[config.mk]
export PLATFORM = sky130hd
export DESIGN_NAME = pc_update_unit
export DESIGN_NICKNAME = d
export VERILOG_FILES = /design/src/rtl/pc_unit_defs.sv /design/src/rtl/pc_src_mux_n.sv /design/src/rtl/pc_update_unit.sv
export SDC_FILE = /design/constraint.sdc
export NUM_CORES = 1
export LEC_CHECK = 0
export ABC_AREA = 1
export CAP_MARGIN = 20
export CORE_MARGIN = 2
export CORE_UTILIZATION = 32
export CTS_CLUSTER_DIAMETER = 80
export DETAILED_ROUTE_END_ITERATION = 12
export GPL_TIMING_DRIVEN = 0
export MAX_ROUTING_LAYER = met4
export PLACE_DENSITY = 0.78
export SLEW_MARGIN = 20
export SYNTH_ARGS = -nofsm -noshare
export SYNTH_HDL_FRONTEND = slang
export SYNTH_SLANG_ARGS = --single-unit
[constraint.sdc]
create_clock -name clk -period 3.1 [get_ports clk]
set_clock_uncertainty 0.05 [all_clocks]
set_input_delay 0.62 -clock clk [delete_from_list [all_inputs] [get_ports clk]]
set_output_delay 0.62 -clock clk [all_outputs]
set_load 0.1 [all_outputs]
[src/rtl/pc_unit_defs.sv]
// Shared state encoding and exception codes for the PC update unit and control unit.
// Constants only: no latency and no backpressure apply.
// The control unit imports the same exception code constants.
package pc_unit_defs;

   localparam logic [1:0] RUN      = 2'd0;
   localparam logic [1:0] VEC_REQ  = 2'd1;
   localparam logic [1:0] VEC_WAIT = 2'd2;
   localparam logic [1:0] VEC_LOAD = 2'd3;

   typedef enum logic [1:0] {
      ST_RUN      = RUN,
      ST_VEC_REQ  = VEC_REQ,
      ST_VEC_WAIT = VEC_WAIT,
      ST_VEC_LOAD = VEC_LOAD
   } pc_state_t;

   typedef logic [1:0] exc_code_t;

   localparam exc_code_t EXC_BAD_OPCODE = 2'd0;
   localparam exc_code_t EXC_OVERFLOW   = 2'd1;
   localparam exc_code_t EXC_DIV_ZERO   = 2'd2;
   localparam exc_code_t EXC_RESERVED   = 2'd3;

endpackage

[src/rtl/pc_src_mux_n.sv]
// Generic N x W channel selector with an out-of-range flag.
// Purely combinational, zero latency.
// No backpressure; the output is zero when sel selects no channel.
module pc_src_mux_n #(
   parameter  int N     = 4,
   parameter  int W     = 32,
   localparam int SEL_W = $clog2(N)
) (
   input  logic [SEL_W-1:0] sel,
   input  logic [N*W-1:0]   data,
   output logic [W-1:0]     out,
   output logic             oor
);

   always_comb begin
      out = '0;
      oor = (int'(sel) >= N);
      for (int k = 0; k < N; k++) begin
         if (sel == SEL_W'(k)) out = data[k*W +: W];
      end
   end

endmodule

[src/rtl/pc_update_unit.sv]
// Program counter update: channel-selected loads plus the exception vector entry sequence.
// Normal load latency 1; an exception holds the unit busy for MEM_LAT+1 cycles before the handler PC appears.
// No backpressure: loads and exception requests arriving while busy are dropped.
module pc_update_unit
   import pc_unit_defs::*;
#(
   parameter  int                WIDTH    = 32,
   parameter  int                NSRC     = 4,
   parameter  logic [WIDTH-1:0]  RESET_PC = '0,
   parameter  int unsigned       VEC_BASE = 253,
   parameter  int                MEM_LAT  = 1,
   localparam int                SEL_W    = $clog2(NSRC)
) (
   input  logic                  clk,
   input  logic                  reset,
   input  logic [SEL_W-1:0]      src_sel,
   input  logic [NSRC*WIDTH-1:0] src_data,
   input  logic                  pc_write,
   input  logic                  pc_write_cond,
   input  logic                  zero,
   input  logic                  exc_req,
   input  logic [1:0]            exc_code,
   input  logic [7:0]            vec_data,
   output logic                  vec_rd,
   output logic [WIDTH-1:0]      vec_addr,
   output logic [WIDTH-1:0]      pc,
   output logic [WIDTH-1:0]      epc,
   output logic                  exc_busy,
   output logic                  exc_done
);

   localparam int CNT_W     = $clog2(MEM_LAT + 1);
   localparam int WAIT_LAST = (MEM_LAT >= 2) ? MEM_LAT - 2 : 0;

   pc_state_t        state_q, state_d;
   logic [CNT_W-1:0] cnt_q, cnt_d;
   exc_code_t        code_q;
   logic [WIDTH-1:0] pc_q, epc_q;
   logic             done_q;

   logic [WIDTH-1:0] mux_out;
   logic             mux_oor;
   logic             load;

   pc_src_mux_n #(
      .N (NSRC),
      .W (WIDTH)
   ) u_src_mux (
      .sel  (src_sel),
      .data (src_data),
      .out  (mux_out),
      .oor  (mux_oor)
   );

   assign load = pc_write | (pc_write_cond & zero);

   always_comb begin
      state_d = state_q;
      cnt_d   = cnt_q;
      case (state_q)
         ST_RUN: begin
            if (exc_req) state_d = ST_VEC_REQ;
         end
         ST_VEC_REQ: begin
            cnt_d   = '0;
            // With single-cycle memory the data is already due next cycle
            state_d = (MEM_LAT == 1) ? ST_VEC_LOAD : ST_VEC_WAIT;
         end
         ST_VEC_WAIT: begin
            cnt_d = cnt_q + 1'b1;
            if (cnt_q == CNT_W'(WAIT_LAST)) state_d = ST_VEC_LOAD;
         end
         ST_VEC_LOAD: begin
            state_d = ST_RUN;
         end
         default: begin
            state_d = ST_RUN;
         end
      endcase
   end

   always_ff @(posedge clk) begin
      if (reset) begin
         state_q <= ST_RUN;
         cnt_q   <= '0;
         code_q  <= EXC_BAD_OPCODE;
         pc_q    <= RESET_PC;
         epc_q   <= '0;
         done_q  <= 1'b0;
      end else begin
         state_q <= state_d;
         cnt_q   <= cnt_d;
         done_q  <= (state_q == ST_VEC_LOAD);
         if (state_q == ST_RUN) begin
            // Exception entry takes priority over a same-cycle load
            if (exc_req) begin
               epc_q  <= pc_q - WIDTH'(4);
               code_q <= exc_code;
            end else if (load && !mux_oor) begin
               pc_q <= mux_out;
            end
         end else if (state_q == ST_VEC_LOAD) begin
            pc_q <= WIDTH'(vec_data);
         end
      end
   end

   assign vec_rd   = (state_q == ST_VEC_REQ);
   assign vec_addr = vec_rd ? (WIDTH'(VEC_BASE) + WIDTH'(code_q)) : '0;
   assign pc       = pc_q;
   assign epc      = epc_q;
   assign exc_busy = (state_q != ST_RUN);
   assign exc_done = done_q;

endmodule

### After elaboration in Yosys (flattened, before gate mapping)

Cells that the tools add are included.

* register bits after elaboration: 70
* bits in latches: 0
* memory bits (writable): 0
* memory bits (read-only): 0
* input port bits: 146
* logic and storage cells: 42
* memories: 0

* add/sub/neg operators: 3
* multiply operators: 0
* divide/modulo/power cells: 0
* $lt $le $gt $ge: 0
* equality and inequality tests: 10
* shift operators: 0
* multiplexer cells: 13
* bitwise operators: 2
* reductions and logical operators: 8

Operator list (count)
* $mux W32: 8
* $sub A32 B3 Y32 const B: 1
* $add A8 B2 Y9 const A: 1
* $mux W9: 1
* $eq A2 B2 Y1 const B: 4
* $ne A2 B2 Y1 const B: 4
* $pmux W2 S4: 1
* $reduce_bool A2 Y1: 3
* $eq A2 B1 Y1 const B: 2
* $logic_not A2 Y1: 2
* $mux W2: 2
* $reduce_and A2 Y1: 2
* $reduce_and A3 Y1: 1
* $pmux W1 S2: 1
* $add A1 B1 Y1 const B: 1
* $and A1 B1 Y1: 1
* $or A1 B1 Y1: 1

### Longest topological paths before layout

Gate-level depths: netlist (run 1).

* depth in word-level cells: 8
* depth in mapped cells: 10
* mapped depth without buffers: 10

### Hierarchy

A second synthesis (run 1) with hierarchy kept.

* cells, all modules: 758
* area total of the unflattened synthesis: 4730.8 µm²

Modules (own cells, without submodules)
* pc_update_unit: instances 1, cells each 570, area each 3751.1 µm², sequential area each 1401.3 µm²
* pc_src_mux_n: instances 1, cells each 188, area each 979.7 µm², sequential area each 0.0 µm²

### Worst setup path before layout (run 1)

OpenSTA, ideal clock, no wires.

* path type: reg2out
* start: register state_q[1]
* end: output port vec_addr[3]
* data arrival time: 3.315 ns
* path slack: -0.885 ns
* stages on the path, launching flop included: 6
* cells stage by stage: dfxtp_1 > inv_1 > ha_1 > inv_1 > nor2_1 > buf_4

* word-level cells in the longest chain between the ends: 2

RTL lines
* from (decl): RTL line pc_update_unit.sv:35 `pc_state_t state_q, state_d;`
* from (signal assigned): RTL line pc_update_unit.sv:91 `state_q <= state_d;`
* $eq A2 B1 Y1: RTL line pc_update_unit.sv:108 `assign vec_rd = (state_q == ST_VEC_REQ);`
* via vec_rd: RTL line pc_update_unit.sv:24 `output logic vec_rd,`
* $mux W9: RTL line pc_update_unit.sv:109 `assign vec_addr = vec_rd ? (WIDTH'(VEC_BASE) + WIDTH'(code_q)) : '0;`
* to (decl): RTL line pc_update_unit.sv:25 `output logic [WIDTH-1:0] vec_addr,`

The timed path passes the listed nets, and every way through them passes these cells.

### Worst setup path in the final report (run 1)

* start: register state_q[1]
* end: output port vec_addr[0]

* word-level cells in the longest chain between the ends: 2

RTL lines (RTL line)
* $eq A2 B1 Y1: pc_update_unit.sv:108
* $mux W9: pc_update_unit.sv:109

Every way passes these cells.

==> impl_results.html, run 1 <==
<table>
<tr><th>Metric</th><th>Value</th></tr>
<tr><th colspan="2">Outcome</th></tr>
<tr><td>Run status</td><td>finished, final reports clean</td></tr>
<tr><th colspan="2">Clocking</th></tr>
<tr><td>Buffers from clock root to sink, at most</td><td>2</td></tr>
<tr><td>TritonCTS clock tree</td><td>built</td></tr>
<tr><td>Buffer cell driving the clock tree root</td><td>clkbuf_16</td></tr>
<tr><td>H-tree level count</td><td>3</td></tr>
<tr><td>Number of buffers created by CTS</td><td>9</td></tr>
<tr><td>Worst-path clk slew</td><td>around 0.060 ns</td></tr>
<tr><td>Clock sink count</td><td>70</td></tr>
<tr><td>Clock Latency Late Sink</td><td>0.34 ns</td></tr>
<tr><th colspan="2">Detailed routing</th></tr>
<tr><td>Length of the first detailed-routing pass in iterations</td><td>5</td></tr>
<tr><td>Starting DRC count in detailed routing</td><td>approximately 360</td></tr>
<tr><td>Via density per instance</td><td>slightly below 5</td></tr>
<tr><td>DR vias</td><td>approximately 5,800</td></tr>
<tr><td>Routed wire per std cell</td><td>15.0 µm</td></tr>
<tr><td>Routed WL</td><td>17,900 µm</td></tr>
<tr><td>Residual antenna-violating net count after detailed routing</td><td>0</td></tr>
<tr><td>DRC viols</td><td>0</td></tr>
<tr><th colspan="2">Worst setup path</th></tr>
<tr><td>Launch instance of the worst register-to-register path</td><td>state_q[0]$_SDFFE_PP0P_</td></tr>
<tr><td>Worst r2r path cells</td><td>8</td></tr>
<tr><td>Crit path required time</td><td>roughly 2.4 ns</td></tr>
<tr><td>RR Endpoint</td><td>pc[5]$_SDFFE_PP0P_</td></tr>
<tr><td>Arrival time at the worst endpoint</td><td>approximately 2.3 ns</td></tr>
<tr><td>Worst Path Max Fanout</td><td>4</td></tr>
<tr><td>FF-to-FF setup slack</td><td>around 1.1 ns</td></tr>
<tr><td>Startpoint kind of the worst setup timing path</td><td>flop</td></tr>
<tr><td>Critical Path End Type</td><td>output port</td></tr>
<tr><td>Worst setup path category</td><td>flop to output port</td></tr>
<tr><th colspan="2">Logic synthesis</th></tr>
<tr><td>Post-Synthesis Cells</td><td>757</td></tr>
<tr><td>Post-synthesis cell type count</td><td>31</td></tr>
<tr><td>Avg Cell Area, Syn</td><td>between 6 and 7 µm²</td></tr>
<tr><td>Total number of yosys warnings</td><td>0</td></tr>
<tr><td>Post-synthesis sequential element count</td><td>70</td></tr>
<tr><td>Syn Std Cell Area</td><td>0.00462 mm²</td></tr>
<tr><td>Post-synthesis sequential area ratio</td><td>0.303</td></tr>
<tr><td>Share of flip-flops with an asynchronous set or reset after synthesis</td><td>0</td></tr>
<tr><td>Count of flip-flops with a built-in enable after synthesis</td><td>0</td></tr>
<tr><td>Most instantiated flip-flop cell in the synthesis netlist</td><td>dfxtp_1</td></tr>
<tr><th colspan="2">Finish</th></tr>
<tr><td>Area of all placed cells without fillers</td><td>0.00742 mm²</td></tr>
<tr><td>Most common cell after layout, fill and taps aside</td><td>clkdlybuf4s50_1</td></tr>
<tr><td>Top library cells by usage in the layout, fill and taps aside</td><td>clkdlybuf4s50_1, nand2_1, nor2_1, inv_1, dfxtp_1</td></tr>
<tr><td>Post-layout net count</td><td>between 1,000 and 1,500</td></tr>
<tr><td>P&amp;R area growth vs syn</td><td>60.5%</td></tr>
<tr><td>Fraction of layout instances using a drive strength above 1</td><td>0.0749</td></tr>
<tr><th colspan="2">Global routing</th></tr>
<tr><td>First-pass GRT wire length</td><td>27,400 µm</td></tr>
<tr><td>Total global routing track utilization</td><td>0.239</td></tr>
<tr><td>Number of global-route vias before repair</td><td>5,548</td></tr>
<tr><td>Pin count of the biggest net entering global routing</td><td>13</td></tr>
<tr><td>Overflow after GRT</td><td>0</td></tr>
<tr><td>Antenna violations before repair</td><td>1</td></tr>
<tr><th colspan="2">STA</th></tr>
<tr><td>Slew at the pin closest to its max-slew limit</td><td>approximately 1.1 ns</td></tr>
<tr><td>Ratio of final minimum period to clock period</td><td>0.963</td></tr>
<tr><td>Achievable clock frequency</td><td>about 340 MHz</td></tr>
<tr><td>Final setup slack of the worst path</td><td>roughly 0.12 ns</td></tr>
<tr><td>Normalized max-slew margin</td><td>0.271</td></tr>
<tr><td>Setup TNS after final layout</td><td>0 ns</td></tr>
<tr><td>Total setup violations reported at the end of the flow</td><td>0</td></tr>
<tr><td>Final-layout worst hold slack</td><td>0.443 ns</td></tr>
<tr><td>Unrepaired setup endpoints after global routing</td><td>no</td></tr>
<tr><td>Count of pins over their slew limit</td><td>0</td></tr>
<tr><td>Shortest period the worst path allows</td><td>between 2 and 3 ns</td></tr>
<tr><td>Number of hold-slack violations in the final timing report</td><td>0</td></tr>
<tr><th colspan="2">Worst hold path</th></tr>
<tr><td>Cell depth of the worst hold path</td><td>1</td></tr>
<tr><td>Path category of the worst min-delay check</td><td>flop to flop</td></tr>
<tr><td>Hold Startpoint</td><td>cnt_q$_SDFFE_PP0P_</td></tr>
<tr><td>Hold Crit Endpoint</td><td>cnt_q$_SDFFE_PP0P_</td></tr>
<tr><th colspan="2">Place</th></tr>
<tr><td>Final Wtd Congestion</td><td>0.958</td></tr>
<tr><td>Worst-case setup slack after placement</td><td>a little under 0.1 ns</td></tr>
<tr><td>Placed Instance Area</td><td>~0.0071 mm²</td></tr>
<tr><td>IO Port Bufs</td><td>220</td></tr>
<tr><td>Detailed Place HPWL</td><td>~15,000 µm</td></tr>
<tr><th colspan="2">Floorplanning</th></tr>
<tr><td>Std-Cell Rows</td><td>43</td></tr>
<tr><td>Die Height</td><td>about 120 µm</td></tr>
<tr><td>Core ar.</td><td>0.0140 mm²</td></tr>
<tr><td>Die area</td><td>about 0.015 mm²</td></tr>
<tr><td>Count of boundary I/O pins</td><td>between 200 and 250</td></tr>
<tr><td>Horizontal die dimension</td><td>124 µm</td></tr>
<tr><td>Initial core utilization</td><td>0.331</td></tr>
<tr><th colspan="2">Power</th></tr>
<tr><td>Design Power</td><td>roughly 4.8 mW</td></tr>
<tr><td>Pwr dens</td><td>652 mW/mm²</td></tr>
<tr><td>Worst supply voltage drop on vdd</td><td>approximately 260 µV</td></tr>
<tr><td>P_leak</td><td>between 3 and 4 nW</td></tr>
<tr><th colspan="2">Job</th></tr>
<tr><td>Max capacitance violation total</td><td>0</td></tr>
</table>
[synth_stat cells, types with 4 or more instances]
cell	n	area (µm²)
nand4_1	10	62.6
nand2_1	160	601
buf_4	32	240
o211ai_1	17	128
dfxtp_1	70	1400
clkbuf_1	13	48.8
ha_1	7	87.6
o221ai_1	6	52.6
nor2_1	152	571
buf_2	14	70.1
nand3_1	55	275
o22ai_1	4	25.0
o21ai_0	61	305
inv_1	73	274
nor3_1	7	35.0
a21oi_1	50	250
[worst max-delay path, cell delays in order (launching register included)]
cell             delay (ns)
dfxtp_1                0.34
inv_1                  0.11
ha_2                   0.23
inv_1                  0.10
nor2_2                 0.08
clkdlybuf4s50_1        1.13
[flip-flops by register name, indices dropped and copies added, names as in the netlist]
| signal | count |
|---|---|
| pc | 32 |
| epc | 32 |
| exc_done | 1 |
| state_q | 2 |
| cnt_q | 1 |
| code_q | 2 |
[final cells by class]
class                           count  area (µm²)
Timing Repair Buffer              220        2190
Buffer                             63         389
Fill cell                        1448        6570
Inverter                           77         289
Clock inverter                      5        33.8
Clock buffer                       11         243
Tap cell                          180         225
Sequential cell                    70        1400
Antenna cell                        2        5.00
Multi-Input combinational cell    569        2640
[cell families after synthesis]
group                    share of synthesized area
buffers and inverters                        0.147
flip-flops                                   0.303
AND/OR/NAND/NOR                              0.350
adder cells (fa/ha/maj)                     0.0189
other                                     0.000811
AO/OA/AOI/OAI                                0.169
XOR/XNOR                                    0.0114
[per-layer routing]
metal  share of wire  wire, µm  up-vias  global-route usage
li1                -         -     2916                   -
met1            0.42      7430     2568               0.287
met2            0.48      8560      290               0.404
met3           0.073      1300       45              0.0339
met4           0.034       616        0              0.0927
met5               0         0        -                   -
[stage by stage]
stage,std cells,utilization
floorplan,779,-
global placement,1179,0.511
detailed placement,1179,0.511
CTS,1195,0.530
global route,1196,0.530
finish,1197,0.530
[how the worst max path moves through the flow]
stage / from / to / cells past startpoint
3_3_place_gp: state_q[0]$_SDFFE_PP0P_ / exc_busy / 5
2_1_floorplan: state_q[1]$_SDFFE_PP0P_ / vec_addr[3] / 5
5_1_grt: state_q[1]$_SDFFE_PP0P_ / vec_addr[0] / 5
4_1_cts: state_q[1]$_SDFFE_PP0P_ / vec_addr[2] / 5
6_report: state_q[1]$_SDFFE_PP0P_ / vec_addr[0] / 5
3_5_place_dp: state_q[0]$_SDFFE_PP0P_ / exc_busy / 5
[repair_timing]
item	CTS	global route
setup buffers	0	0
hold buffers	0	0
pin swaps	0	0
setup endpoints to repair	6	2
resized for setup	6	3
[power by group]
part	switching [mW]	total (mW)	internal (mW)
Sequential	0.120	1.14	1.02
Clock	0.390	0.952	0.563
Combinational	1.98	2.74	0.760
Total	2.49	4.83	2.35
No activity file was read; power rests on OpenSTA's default activity.
==> run 2, diff against run 1 <==
--- a/constraint.sdc
+++ b/constraint.sdc
@@ -3,3 +3,3 @@
 set_input_delay 0.62 -clock clk [delete_from_list [all_inputs] [get_ports clk]]
 set_output_delay 0.62 -clock clk [all_outputs]
-set_load 0.1 [all_outputs]
+set_load 0.005 [all_outputs]
==> impl_results.html, run 2 (synthesized netlist as in run 1, its figures left out) <==
<table>
<tr><th>Metric</th><th>Value</th></tr>
<tr><th colspan="2">Global routing</th></tr>
<tr><td>Antenna violations before repair</td><td>0</td></tr>
<tr><td>Pin count of the biggest net entering global routing</td><td>12</td></tr>
<tr><td>Total global routing track utilization</td><td>0.236</td></tr>
<tr><td>Overflow after GRT</td><td>0</td></tr>
<tr><td>First-pass GRT wire length</td><td>about 27,000 µm</td></tr>
<tr><td>Number of global-route vias before repair</td><td>5,239</td></tr>
<tr><th colspan="2">Worst setup path</th></tr>
<tr><td>Launch instance of the worst register-to-register path</td><td>state_q[0]$_SDFFE_PP0P_</td></tr>
<tr><td>Critical Path End Type</td><td>output port</td></tr>
<tr><td>Kind of cell adding the most delay to the critical path</td><td>buffers and inverters</td></tr>
<tr><td>Worst setup path category</td><td>flop to output port</td></tr>
<tr><td>Maximum cell stage delay along the critical path</td><td>0.50 ns</td></tr>
<tr><td>Worst Path Max Fanout</td><td>6</td></tr>
<tr><td>Startpoint of the most critical setup path</td><td>state_q[1]$_SDFFE_PP0P_</td></tr>
<tr><td>Startpoint kind of the worst setup timing path</td><td>flop</td></tr>
<tr><td>Arrival time at the worst endpoint</td><td>2.12 ns</td></tr>
<tr><td>Critical path's slowest cell</td><td>clkdlybuf4s50_1</td></tr>
<tr><td>Worst r2r path cells</td><td>8</td></tr>
<tr><td>Stages on the worst setup path</td><td>6</td></tr>
<tr><td>Crit path required time</td><td>~2.4 ns</td></tr>
<tr><td>Buffers &amp; Inverters on Critical Path</td><td>4</td></tr>
<tr><td>Critical path cell sequence</td><td>inv_1, ha_1, inv_1, nor2_1, buf_4, clkdlybuf4s50_1</td></tr>
<tr><td>CP most frequent cell</td><td>inv_1</td></tr>
<tr><th colspan="2">Clocking</th></tr>
<tr><td>Clock Latency Late Sink</td><td>between 0.3 and 0.4 ns</td></tr>
<tr><td>Worst-path clk slew</td><td>around 0.05 ns</td></tr>
<tr><td>Number of buffers created by CTS</td><td>9</td></tr>
<tr><td>H-tree level count</td><td>3</td></tr>
<tr><td>Post-CTS sizing</td><td>0</td></tr>
<tr><td>Hold_buf cts</td><td>0</td></tr>
<tr><td>TritonCTS clock tree</td><td>built</td></tr>
<tr><td>Setup bufs post-CTS</td><td>0</td></tr>
<tr><td>Clock sink count</td><td>70</td></tr>
<tr><td>Buffers from clock root to sink, at most</td><td>2</td></tr>
<tr><td>Buffer cell driving the clock tree root</td><td>clkbuf_16</td></tr>
<tr><th colspan="2">STA</th></tr>
<tr><td>Count of pins over their slew limit</td><td>0</td></tr>
<tr><td>Achievable clock frequency</td><td>roughly 360 MHz</td></tr>
<tr><td>Slew at the pin closest to its max-slew limit</td><td>0.512 ns</td></tr>
<tr><td>Normalized max-slew margin</td><td>0.659</td></tr>
<tr><td>Number of hold-slack violations in the final timing report</td><td>0</td></tr>
<tr><td>Setup TNS after final layout</td><td>0 ns</td></tr>
<tr><td>Unrepaired setup endpoints after global routing</td><td>no</td></tr>
<tr><td>Total setup violations reported at the end of the flow</td><td>0</td></tr>
<tr><td>Shortest period the worst path allows</td><td>about 2.8 ns</td></tr>
<tr><td>Final setup slack of the worst path</td><td>0.309 ns</td></tr>
<tr><td>Ratio of final minimum period to clock period</td><td>0.900</td></tr>
<tr><th colspan="2">Worst hold path</th></tr>
<tr><td>Path category of the worst min-delay check</td><td>flop to flop</td></tr>
<tr><td>Hold Startpoint</td><td>cnt_q$_SDFFE_PP0P_</td></tr>
<tr><td>Cell depth of the worst hold path</td><td>1</td></tr>
<tr><th colspan="2">Detailed routing</th></tr>
<tr><td>Length of the first detailed-routing pass in iterations</td><td>5</td></tr>
<tr><td>Routed wire per std cell</td><td>~15 µm</td></tr>
<tr><td>Via density per instance</td><td>4.74</td></tr>
<tr><td>Starting DRC count in detailed routing</td><td>roughly 390</td></tr>
<tr><td>Residual antenna-violating net count after detailed routing</td><td>0</td></tr>
<tr><td>Routed WL</td><td>~18,000 µm</td></tr>
<tr><td>DR vias</td><td>between 5,000 and 6,000</td></tr>
<tr><td>DRC viols</td><td>0</td></tr>
<tr><th colspan="2">Floorplanning</th></tr>
<tr><td>Std-Cell Rows</td><td>43</td></tr>
<tr><td>Core ar.</td><td>between 0.01 and 0.015 mm²</td></tr>
<tr><td>Die area</td><td>approximately 0.015 mm²</td></tr>
<tr><td>Horizontal die dimension</td><td>around 120 µm</td></tr>
<tr><td>Count of boundary I/O pins</td><td>approximately 250</td></tr>
<tr><td>Initial core utilization</td><td>0.331</td></tr>
<tr><td>Die Height</td><td>between 100 and 150 µm</td></tr>
<tr><th colspan="2">Power</th></tr>
<tr><td>Worst supply voltage drop on vdd</td><td>~260 µV</td></tr>
<tr><td>Pwr dens</td><td>between 500 and 600 mW/mm²</td></tr>
<tr><td>P_leak</td><td>about 3.3 nW</td></tr>
<tr><th colspan="2">Finish</th></tr>
<tr><td>P&amp;R area growth vs syn</td><td>60.3%</td></tr>
<tr><td>Most common cell after layout, fill and taps aside</td><td>clkdlybuf4s50_1</td></tr>
<tr><td>ANT cells</td><td>0</td></tr>
<tr><td>Fraction of layout instances using a drive strength above 1</td><td>0.0700</td></tr>
<tr><td>Top library cells by usage in the layout, fill and taps aside</td><td>clkdlybuf4s50_1, nand2_1, nor2_1, inv_1, dfxtp_1</td></tr>
<tr><td>Post-layout net count</td><td>1,163</td></tr>
<tr><th colspan="2">Place</th></tr>
<tr><td>Worst-case setup slack after placement</td><td>roughly 0.65 ns</td></tr>
<tr><td>Detailed Place HPWL</td><td>14,500 µm</td></tr>
<tr><td>Final Wtd Congestion</td><td>0.961</td></tr>
<tr><td>IO Port Bufs</td><td>between 200 and 250</td></tr>
<tr><th colspan="2">Outcome</th></tr>
<tr><td>Run status</td><td>finished, final reports clean</td></tr>
<tr><th colspan="2">Job</th></tr>
<tr><td>Max capacitance violation total</td><td>0</td></tr>
</table>
## run 2: cell types whose count changed in the layout (fill, tap and decap cells not counted), moves of 2 or more
cell	before	now
clkdlybuf4s50_1	213	220
diode_2	2	0
clkinvlp_4	2	0
nor2_1	150	152
dlygate4sd2_1	5	0
## run 2: power breakdown
group | leakage, nW | internal (mW) | total [mW] | switching, mW
combinational | 2.59 | 0.772 | 1.62 | 0.847
sequential | 0.574 | 1.02 | 1.14 | 0.119
clock | 0.140 | 0.584 | 0.969 | 0.385
total | 3.30 | 2.38 | 3.73 | 1.35
## run 2: per-stage QoR
step | area (µm²) | power (mW) | hold slack, ns | instances | util
final | 7410 | 3.73 | 0.437 | 1195 | 0.530
after CTS | 7410 | 3.73 | 0.433 | 1195 | 0.530
after global placement | 7130 | 2.74 | 0.407 | 1179 | 0.510
after global routing | 7410 | 3.98 | 0.458 | 1195 | 0.530
after detailed placement | 7130 | 2.77 | 0.420 | 1179 | 0.510
after floorplan | 4710 | 2.03 | 0.387 | 779 | -
## run 2: routing by layer
layer | up-vias | track usage | wire, µm
met3 | 21 | 0.0302 | 1030
met5 | - | - | 0
met2 | 212 | 0.397 | 8550
met4 | 0 | 0.0681 | 318
li1 | 2904 | - | -
met1 | 2525 | 0.297 | 7660
## run 2: worst paths after layout
path	endpoint	slack [ns]
setup / recovery	vec_addr[6]	0.31
hold / removal	cnt_q$_SDFFE_PP0P_	0.44
setup reg to reg	pc[7]$_SDFFE_PP0P_	1.07
hold reg to reg	cnt_q$_SDFFE_PP0P_	0.44
## run 2: cell type report
cell class / instances / area, µm²
Timing Repair Buffer: 220 / 2200
Clock buffer: 13 / 260
Fill cell: 1389 / 6580
Tap cell: 180 / 225
Sequential cell: 70 / 1400
Multi-Input combinational cell: 569 / 2630
Clock inverter: 3 / 18.8
Inverter: 77 / 289
Buffer: 63 / 389
==> run 3, diff against run 2 <==
Settings changed: CTS_CLUSTER_DIAMETER 80 to not set, PLACE_DENSITY 0.78 to 0.68, SLEW_MARGIN 20 to not set.
==> impl_results.html, run 3 (synthesized netlist as in run 1, its figures left out) <==
<table>
<tr><th>Metric</th><th>Value</th></tr>
<tr><th colspan="2">STA</th></tr>
<tr><td>Slew at the pin closest to its max-slew limit</td><td>0.530 ns</td></tr>
<tr><td>Total setup violations reported at the end of the flow</td><td>0</td></tr>
<tr><td>Number of hold-slack violations in the final timing report</td><td>0</td></tr>
<tr><td>Count of pins over their slew limit</td><td>0</td></tr>
<tr><td>Ratio of final minimum period to clock period</td><td>0.887</td></tr>
<tr><td>Unrepaired setup endpoints after global routing</td><td>no</td></tr>
<tr><td>Achievable clock frequency</td><td>~360 MHz</td></tr>
<tr><td>Normalized max-slew margin</td><td>0.646</td></tr>
<tr><td>Setup TNS after final layout</td><td>0 ns</td></tr>
<tr><td>Shortest period the worst path allows</td><td>2.75 ns</td></tr>
<tr><th colspan="2">Detailed routing</th></tr>
<tr><td>Residual antenna-violating net count after detailed routing</td><td>0</td></tr>
<tr><td>DRC viols</td><td>0</td></tr>
<tr><td>Starting DRC count in detailed routing</td><td>261</td></tr>
<tr><td>Via density per instance</td><td>about 4.7</td></tr>
<tr><td>DR vias</td><td>around 5,600</td></tr>
<tr><td>Routed WL</td><td>17,400 µm</td></tr>
<tr><td>Length of the first detailed-routing pass in iterations</td><td>5</td></tr>
<tr><td>Routed wire per std cell</td><td>14.6 µm</td></tr>
<tr><th colspan="2">Clocking</th></tr>
<tr><td>Clock sink count</td><td>70</td></tr>
<tr><td>Worst-path clk slew</td><td>~0.060 ns</td></tr>
<tr><td>Buffer cell driving the clock tree root</td><td>clkbuf_16</td></tr>
<tr><td>Hold_buf cts</td><td>0</td></tr>
<tr><td>TritonCTS clock tree</td><td>built</td></tr>
<tr><td>Number of buffers created by CTS</td><td>9</td></tr>
<tr><td>Buffers from clock root to sink, at most</td><td>2</td></tr>
<tr><td>Post-CTS sizing</td><td>0</td></tr>
<tr><td>H-tree level count</td><td>3</td></tr>
<tr><td>Setup bufs post-CTS</td><td>0</td></tr>
<tr><td>Clock Latency Late Sink</td><td>about 0.34 ns</td></tr>
<tr><th colspan="2">Worst hold path</th></tr>
<tr><td>Hold Startpoint</td><td>cnt_q$_SDFFE_PP0P_</td></tr>
<tr><td>Path category of the worst min-delay check</td><td>flop to flop</td></tr>
<tr><td>Cell depth of the worst hold path</td><td>1</td></tr>
<tr><td>Hold Crit Endpoint</td><td>cnt_q$_SDFFE_PP0P_</td></tr>
<tr><th colspan="2">Finish</th></tr>
<tr><td>ANT cells</td><td>0</td></tr>
<tr><td>Filler cell count</td><td>1,469</td></tr>
<tr><td>Most common cell after layout, fill and taps aside</td><td>clkdlybuf4s50_1</td></tr>
<tr><td>Top library cells by usage in the layout, fill and taps aside</td><td>clkdlybuf4s50_1, nand2_1, nor2_1, inv_1, dfxtp_1</td></tr>
<tr><td>Post-layout net count</td><td>between 1,000 and 1,500</td></tr>
<tr><td>Fraction of layout instances using a drive strength above 1</td><td>0.0700</td></tr>
<tr><td>Final design utilization</td><td>0.530</td></tr>
<tr><td>P&amp;R area growth vs syn</td><td>60.3%</td></tr>
<tr><th colspan="2">Place</th></tr>
<tr><td>Detailed Place HPWL</td><td>between 10,000 and 15,000 µm</td></tr>
<tr><td>Final Wtd Congestion</td><td>slightly above 0.9</td></tr>
<tr><td>IO Port Bufs</td><td>220</td></tr>
<tr><th colspan="2">Floorplanning</th></tr>
<tr><td>Std-Cell Rows</td><td>43</td></tr>
<tr><td>Initial core utilization</td><td>0.331</td></tr>
<tr><td>Die area</td><td>approximately 0.015 mm²</td></tr>
<tr><td>Die Height</td><td>124 µm</td></tr>
<tr><td>Horizontal die dimension</td><td>124 µm</td></tr>
<tr><td>Count of boundary I/O pins</td><td>about 250</td></tr>
<tr><td>Core ar.</td><td>approximately 0.014 mm²</td></tr>
<tr><th colspan="2">Worst setup path</th></tr>
<tr><td>RR Endpoint</td><td>pc[5]$_SDFFE_PP0P_</td></tr>
<tr><td>Startpoint kind of the worst setup timing path</td><td>flop</td></tr>
<tr><td>Crit path required time</td><td>about 2.4 ns</td></tr>
<tr><td>Maximum cell stage delay along the critical path</td><td>a little under 0.6 ns</td></tr>
<tr><td>Worst setup path category</td><td>flop to output port</td></tr>
<tr><td>Critical path cell sequence</td><td>inv_1, ha_1, inv_1, clkbuf_1, clkdlybuf4s50_1</td></tr>
<tr><td>Worst r2r path cells</td><td>8</td></tr>
<tr><td>Launch instance of the worst register-to-register path</td><td>state_q[0]$_SDFFE_PP0P_</td></tr>
<tr><td>CP most frequent cell</td><td>inv_1</td></tr>
<tr><td>Critical Path End Type</td><td>output port</td></tr>
<tr><td>Critical path's slowest cell</td><td>clkdlybuf4s50_1</td></tr>
<tr><td>Worst Path Max Fanout</td><td>10</td></tr>
<tr><td>FF-to-FF setup slack</td><td>approximately 1.1 ns</td></tr>
<tr><td>Arrival time at the worst endpoint</td><td>around 2.1 ns</td></tr>
<tr><th colspan="2">Outcome</th></tr>
<tr><td>Run status</td><td>finished, final reports clean</td></tr>
<tr><th colspan="2">Global routing</th></tr>
<tr><td>Overflow after GRT</td><td>0</td></tr>
<tr><td>Pin count of the biggest net entering global routing</td><td>12</td></tr>
<tr><td>Antenna violations before repair</td><td>0</td></tr>
<tr><td>Total global routing track utilization</td><td>0.230</td></tr>
<tr><td>First-pass GRT wire length</td><td>roughly 26,000 µm</td></tr>
<tr><td>Number of global-route vias before repair</td><td>a little over 5,000</td></tr>
<tr><th colspan="2">Power</th></tr>
<tr><td>Pwr dens</td><td>between 500 and 600 mW/mm²</td></tr>
<tr><td>Worst supply voltage drop on vdd</td><td>between 200 and 300 µV</td></tr>
<tr><td>P_leak</td><td>approximately 3.3 nW</td></tr>
<tr><th colspan="2">Job</th></tr>
<tr><td>Max capacitance violation total</td><td>0</td></tr>
</table>
==> run 3: cell counts in the layout (fill, tap and decap cells not counted) <==
No cell type changed its count.
==> run 3: worst max path at each step <==
stage	start	endpoint	slack, ns	cells past startpoint
after CTS	state_q[1]$_SDFFE_PP0P_	vec_addr[4]	0.35	6
after floorplan	state_q[1]$_SDFFE_PP0P_	vec_addr[3]	1.33	5
after global placement	src_sel[1]	pc[5]$_SDFFE_PP0P_	0.65	9
after detailed placement	src_sel[1]	pc[11]$_SDFFE_PP0P_	0.65	6
final	state_q[0]$_SDFFE_PP0P_	exc_busy	0.35	5
after global routing	state_q[0]$_SDFFE_PP0P_	exc_busy	0.20	5
==> run 3: metal layers <==
| layer | global-route usage | vias to the layer above | wire, µm |
|---|---|---|---|
| met5 | - | - | 0 |
| met4 | 0.0843 | 0 | 344 |
| met3 | 0.0321 | 26 | 1070 |
| met2 | 0.374 | 205 | 8370 |
| met1 | 0.291 | 2452 | 7640 |
| li1 | - | 2911 | - |
==> run 3: final cells by class <==
cell class | count | area [µm²] | share of cell area
Buffer | 63 | 389 | 0.0525
Clock buffer | 13 | 260 | 0.0351
Clock inverter | 3 | 18.8 | 0.00253
Inverter | 77 | 289 | 0.0390
Multi-Input combinational cell | 569 | 2630 | 0.354
Sequential cell | 70 | 1400 | 0.189
Tap cell | 180 | 225 | 0.0304
Timing Repair Buffer | 220 | 2200 | 0.297
==> run 3: metrics by stage <==
step	hold WS, ns	power (mW)	instances	instance area (µm²)	worst slack, ns
6_report	0.419	3.73	1195	7410	0.349
5_1_grt	0.448	3.98	1195	7410	0.205
4_1_cts	0.418	3.74	1195	7410	0.354
3_5_place_dp	0.411	2.76	1179	7130	0.648
3_3_place_gp	0.408	2.75	1179	7130	0.646
2_1_floorplan	0.387	2.03	779	4710	1.33
==> run 3: worst max-delay path: cells and delay by family (launching register included) <==
| family | cells | cell delay [ns] |
|---|---|---|
| adder cells (fa/ha/maj) | 1 | 0.22 |
| buffers and inverters | 4 | 1.13 |
| flip-flops | 1 | 0.38 |
==> run 3: report_power, final <==
| group | internal (mW) | leakage (nW) | switching, mW | total, mW |
|---|---|---|---|---|
| Sequential | 1.02 | 0.574 | 0.117 | 1.14 |
| Combinational | 0.771 | 2.59 | 0.843 | 1.61 |
| Clock | 0.584 | 0.140 | 0.386 | 0.970 |
| Total | 2.38 | 3.30 | 1.35 | 3.73 |
==> RTL change 1: new RTL, config.mk and constraints of run 3 <==
`WIDTH`: 32 -> 48.
--- a/src/rtl/pc_update_unit.sv
+++ b/src/rtl/pc_update_unit.sv
@@ -6,3 +6,3 @@
 #(
-   parameter  int                WIDTH    = 32,
+   parameter  int                WIDTH    = 48,
    parameter  int                NSRC     = 4,
Ports: changed (resized epc, pc, src_data and vec_addr); port bits go from 245 to 357. The function was not compared with the original's and may differ.
==> RTL change 1 against run 3 <==
Clock power grew 14%. Synthesized area grew 47%. Sequential share of layout area increased by 0.14 points. Synthesized cell count rose by 46%. Design area grew 45%. Combinational power grew 48%. Wire length increased by 67%. Power increased by 38%. Sequential cell count increased by 32. Worst setup slack improved by 0.0088 ns. Critical endpoint is now vec_addr[5]. Largest power group unchanged.
==> RTL change 1: results (changes against run 3) <==
clock slew at reported path FFs=roughly 0.07 ns; Fill cells=2163 (+47%); root buffer cell=clkbuf_16; CP max-delay cell=clkdlybuf4s50_1; layout cells sized above 1=7.26% (+0.27 points); Distinct cells, synth=32 (+3.2%); Syn Area/Cell=6.15 sq um (+0.65%); gpl congestion=0.934 (about the same); total CTS buffers=9 (unchanged); Leak Pwr=4.74 nW (+43%); status=finished, final reports clean; Ys Warns=0 (unchanged); CP max stage delay=0.49 ns (-0.10 ns); synth top area cells=dfxtp_1, nand2_1, nor2_1; CTS resizes=0 (unchanged); Max FO, Critical Path=6 (-4); GRT Total Usage=26.0% (+3.0 points); crit path launch=state_q[1]; register area share after synthesis=30.1% (-0.19 points); initial antenna violation count=0 (unchanged); worst min path class=register to register; vias per cell=4.76 (+1.6%); Worst-Margin Slew=0.736 ns (+0.205 ns); DR vias=8313 (+49%); DP HPWL=24500 microns (+71%); placed instance area=10400 sq um (+46%); WL final=29000 microns (+67%); vias in the first global route=7801 (+55%); global-route wire length before repair=43400 microns (+66%); VDD IR max=0.314 mV (+23%); initial DRC count=438 (+68%); largest net degree at the start of global routing=20 (+8); Port Buf Inserts=316 (+44%); top post-synthesis cells by count=nand2_1, nor2_1, dfxtp_1, inv_1, nand3_1
[RTL change 1: cell types whose count changed in the layout (fill, tap and decap cells not counted), moves of 24 or more]
cell,change
a21oi_1,+24
nand2_1,+108
nor2_1,+33
nand3_1,+37
dfxtp_1,+32
clkdlybuf4s50_1,+96
[RTL change 1: kinds of logic after synthesis]
kind of cell    after synthesis  synth area share, %
compound gates              203                 17.3
xor+xnor                     15                 1.94
fa+ha+maj                     7                 1.29
buf+inv                     197                 14.1
flops                       102                 30.1
other cells                   1               0.0553
simple gates                578                 35.2
[RTL change 1: worst paths after layout]
path            endpoint  slack, ns
max          vec_addr[5]       0.36
min reg2reg        cnt_q       0.43
max reg2reg       pc[20]       0.79
min                cnt_q       0.43
[RTL change 1: power by group]
part	leakage, nW	internal (mW)	switching, mW
logic	3.76	1.11	1.28
registers	0.836	1.48	0.166
clock network	0.146	0.565	0.546
[RTL change 1: metal layers]
metal / wire, microns / vias to the layer above / GRT usage (%)
li1: - / 4232 / -
met2: 14200 / 293 / 43.7
met4: 800 / 0 / 7.62
met1: 12700 / 3750 / 33.1
met5: 0 / - / -
met3: 1280 / 38 / 2.47
[RTL change 1: area by class of cell]
cell class	instances	area, sq um	share of cell area [%]
Buffer	98	586	5.46
Sequential cell	102	2040	19.0
Timing Repair Buffer	316	3160	29.5
Tap cell	275	344	3.21
Multi-Input combinational cell	842	3920	36.6
Clock buffer	9	225	2.10
Clock inverter	7	66.3	0.619
Inverter	99	372	3.47
[RTL change 1: stage by stage]
stage	setup WS, ns	utilization [%]
floorplan	1.33	-
global placement	0.238	49.9
detailed placement	0.228	49.9
CTS	0.328	51.3
global route	0.235	51.3
finish	0.358	51.3
==> RTL change 2: new RTL, settings of run 3 <==
Without the edit above. Register the input `vec_data` before use, without a reset. The logic sees it one clock later. The other inputs are not delayed to match.
--- a/src/rtl/pc_update_unit.sv
+++ b/src/rtl/pc_update_unit.sv
@@ -33,2 +33,8 @@
    localparam int WAIT_LAST = (MEM_LAT >= 2) ? MEM_LAT - 2 : 0;
+
+   logic [7:0] vec_data_q;
+
+   always_ff @(posedge clk) begin
+      vec_data_q <= vec_data;
+   end
 
@@ -102,3 +108,3 @@
          end else if (state_q == ST_VEC_LOAD) begin
-            pc_q <= WIDTH'(vec_data);
+            pc_q <= WIDTH'(vec_data_q);
          end
Formal check against the unedited RTL: not equivalent (Yosys sat finds a counterexample within 4 cycles, from zero or initial values and one cycle with reset high).
==> RTL change 2 against run 3 <==
Via count grew 0.66%. Worst setup slack lost 0.024 ns. Sequential cell count grew 8. Wire length grew 0.79%. Synthesized area grew 3.8%. Power grew 6.2%. Final cell count grew 0.92%. Design area grew 2.9%. Non-clock buffer count grew 1. Largest cell class unchanged.
==> RTL change 2: results (changes against run 3) <==
register area share after synthesis=32.6% (+2.2 points); Routed wire per std cell=14.6 microns (-0.13%); total CTS buffers=9 (unchanged); Distinct cells, synth=29 (-6.5%); VDD IR max=0.275 mV (+7.7%); final hold vios=0 (unchanged); slew margin rel.=65.0% (+0.32 points); clock slew at reported path FFs=~0.07 ns; root buffer cell=clkbuf_16; CTS Buffer Depth=2 (unchanged); vias in the first global route=5173 (+2.5%); synth top area cells=dfxtp_1, nand2_1, nor2_1; Synth Flop Type=dfxtp_1; DP HPWL=14500 microns (+1.4%); CTS resizes=0 (unchanged); Max-cap violations=0 (unchanged); hold buffers post-CTS=0 (unchanged); Critical Path AT=2.11 ns (+0.03 ns); Leak Pwr=3.40 nW (+2.8%); Max FO, Critical Path=10 (unchanged); initial antenna violation count=0 (unchanged); status=finished, final reports clean; layout cells sized above 1=7.34% (+0.34 points); Post-Syn Instances=764 (+0.92%); clk_lat worst skew=between 0.3 and 0.4 ns; global-route wire length before repair=26900 microns (+3.3%); Fill cells=1477 (+0.54%); post-CTS setup buffers=0 (unchanged); worst min path class=register to register; Ys Warns=0 (unchanged); gpl congestion=0.956 (+2.3%); top post-synthesis cells by count=nand2_1, nor2_1, inv_1, dfxtp_1, nand3_1; fraction of registers with async set/reset=0% (unchanged); ANT cells=0 (unchanged); Port Buf Inserts=220 (unchanged); largest net degree at the start of global routing=17 (+5); # H-tree levels=3 (unchanged); First-pass DRT Iterations=5 (unchanged); Non-Filler Instances=1206 (+0.92%); GRT Total Usage=22.0% (-0.97 points); initial DRC count=322 (+23%); vias per cell=4.67 (-0.26%)
[RTL change 2: cell count changes after synthesis, sizes merged, moves of 5 or more]
cell / run 3 / this run
clkbuf: 13 / 18
dfxtp: 70 / 78
inv: 76 / 87
nand2: 162 / 180
nor2: 155 / 113
o211ai: 17 / 24
o21ai: 62 / 72
o221ai: 6 / 0
[RTL change 2: stage by stage]
stage | utilization (%) | cell area [sq um] | total power [mW] | setup slack, ns
after floorplan | - | 4880 | 2.13 | 1.33
after global placement | 50.1 | 7310 | 2.84 | 0.613
after detailed placement | 50.1 | 7310 | 2.86 | 0.611
after CTS | 52.3 | 7620 | 3.98 | 0.309
after global routing | 52.3 | 7620 | 4.22 | 0.192
final | 52.3 | 7620 | 3.96 | 0.325
[RTL change 2: path summary, 6_finish.rpt]
path               to  cells after the start  slack (ns)  startpoint
min reg2reg     cnt_q                      1        0.42       cnt_q
min             cnt_q                      1        0.42       cnt_q
max          exc_busy                      5        0.32  state_q[0]
max reg2reg   epc[18]                      9        1.03  state_q[0]
[RTL change 2: critical path, cell delays in order (launching register included)]
cell and delay (ns):
dfxtp_1 0.39, inv_1 0.11, ha_1 0.23, inv_1 0.08, clkbuf_1 0.37, clkdlybuf4s50_1 0.59
[RTL change 2: power breakdown]
group | internal (mW) | switching (mW) | total [mW]
Clock | 0.645 | 0.471 | 1.12
Sequential | 1.13 | 0.120 | 1.25
Combinational | 0.763 | 0.828 | 1.59
Total | 2.54 | 1.42 | 3.96
[RTL change 2: logic make-up after synthesis]
| family | count (synthesis) | share of synthesized area (%) |
|---|---|---|
| AO/OA/AOI/OAI | 149 | 17.0 |
| XOR/XNOR | 10 | 1.83 |
| adder cells (fa/ha/maj) | 7 | 1.83 |
| buffers and inverters | 152 | 15.0 |
| flip-flops | 78 | 32.6 |
| other | 1 | 0.0782 |
| AND/OR/NAND/NOR | 367 | 31.7 |
[RTL change 2: area by class of cell]
class / count / area [sq um] / share of cell area (%)
inverters: 88 / 330 / 4.33
clock inverters: 7 / 87.6 / 1.15
plain buffers: 64 / 388 / 5.09
flip-flops and latches: 78 / 1560 / 20.5
multi-input cells: 556 / 2600 / 34.1
clock buffers: 9 / 225 / 2.95
well taps: 184 / 230 / 3.02
repair buffers: 220 / 2200 / 28.9
[RTL change 2: per-layer routing]
metal | track usage (%) | part of all wire [%] | vias up
li1 | - | - | 2922
met1 | 27.3 | 44 | 2482
met2 | 36.8 | 48 | 201
met3 | 2.95 | 5.7 | 26
met4 | 7.76 | 2.2 | 0
met5 | - | 0 | -
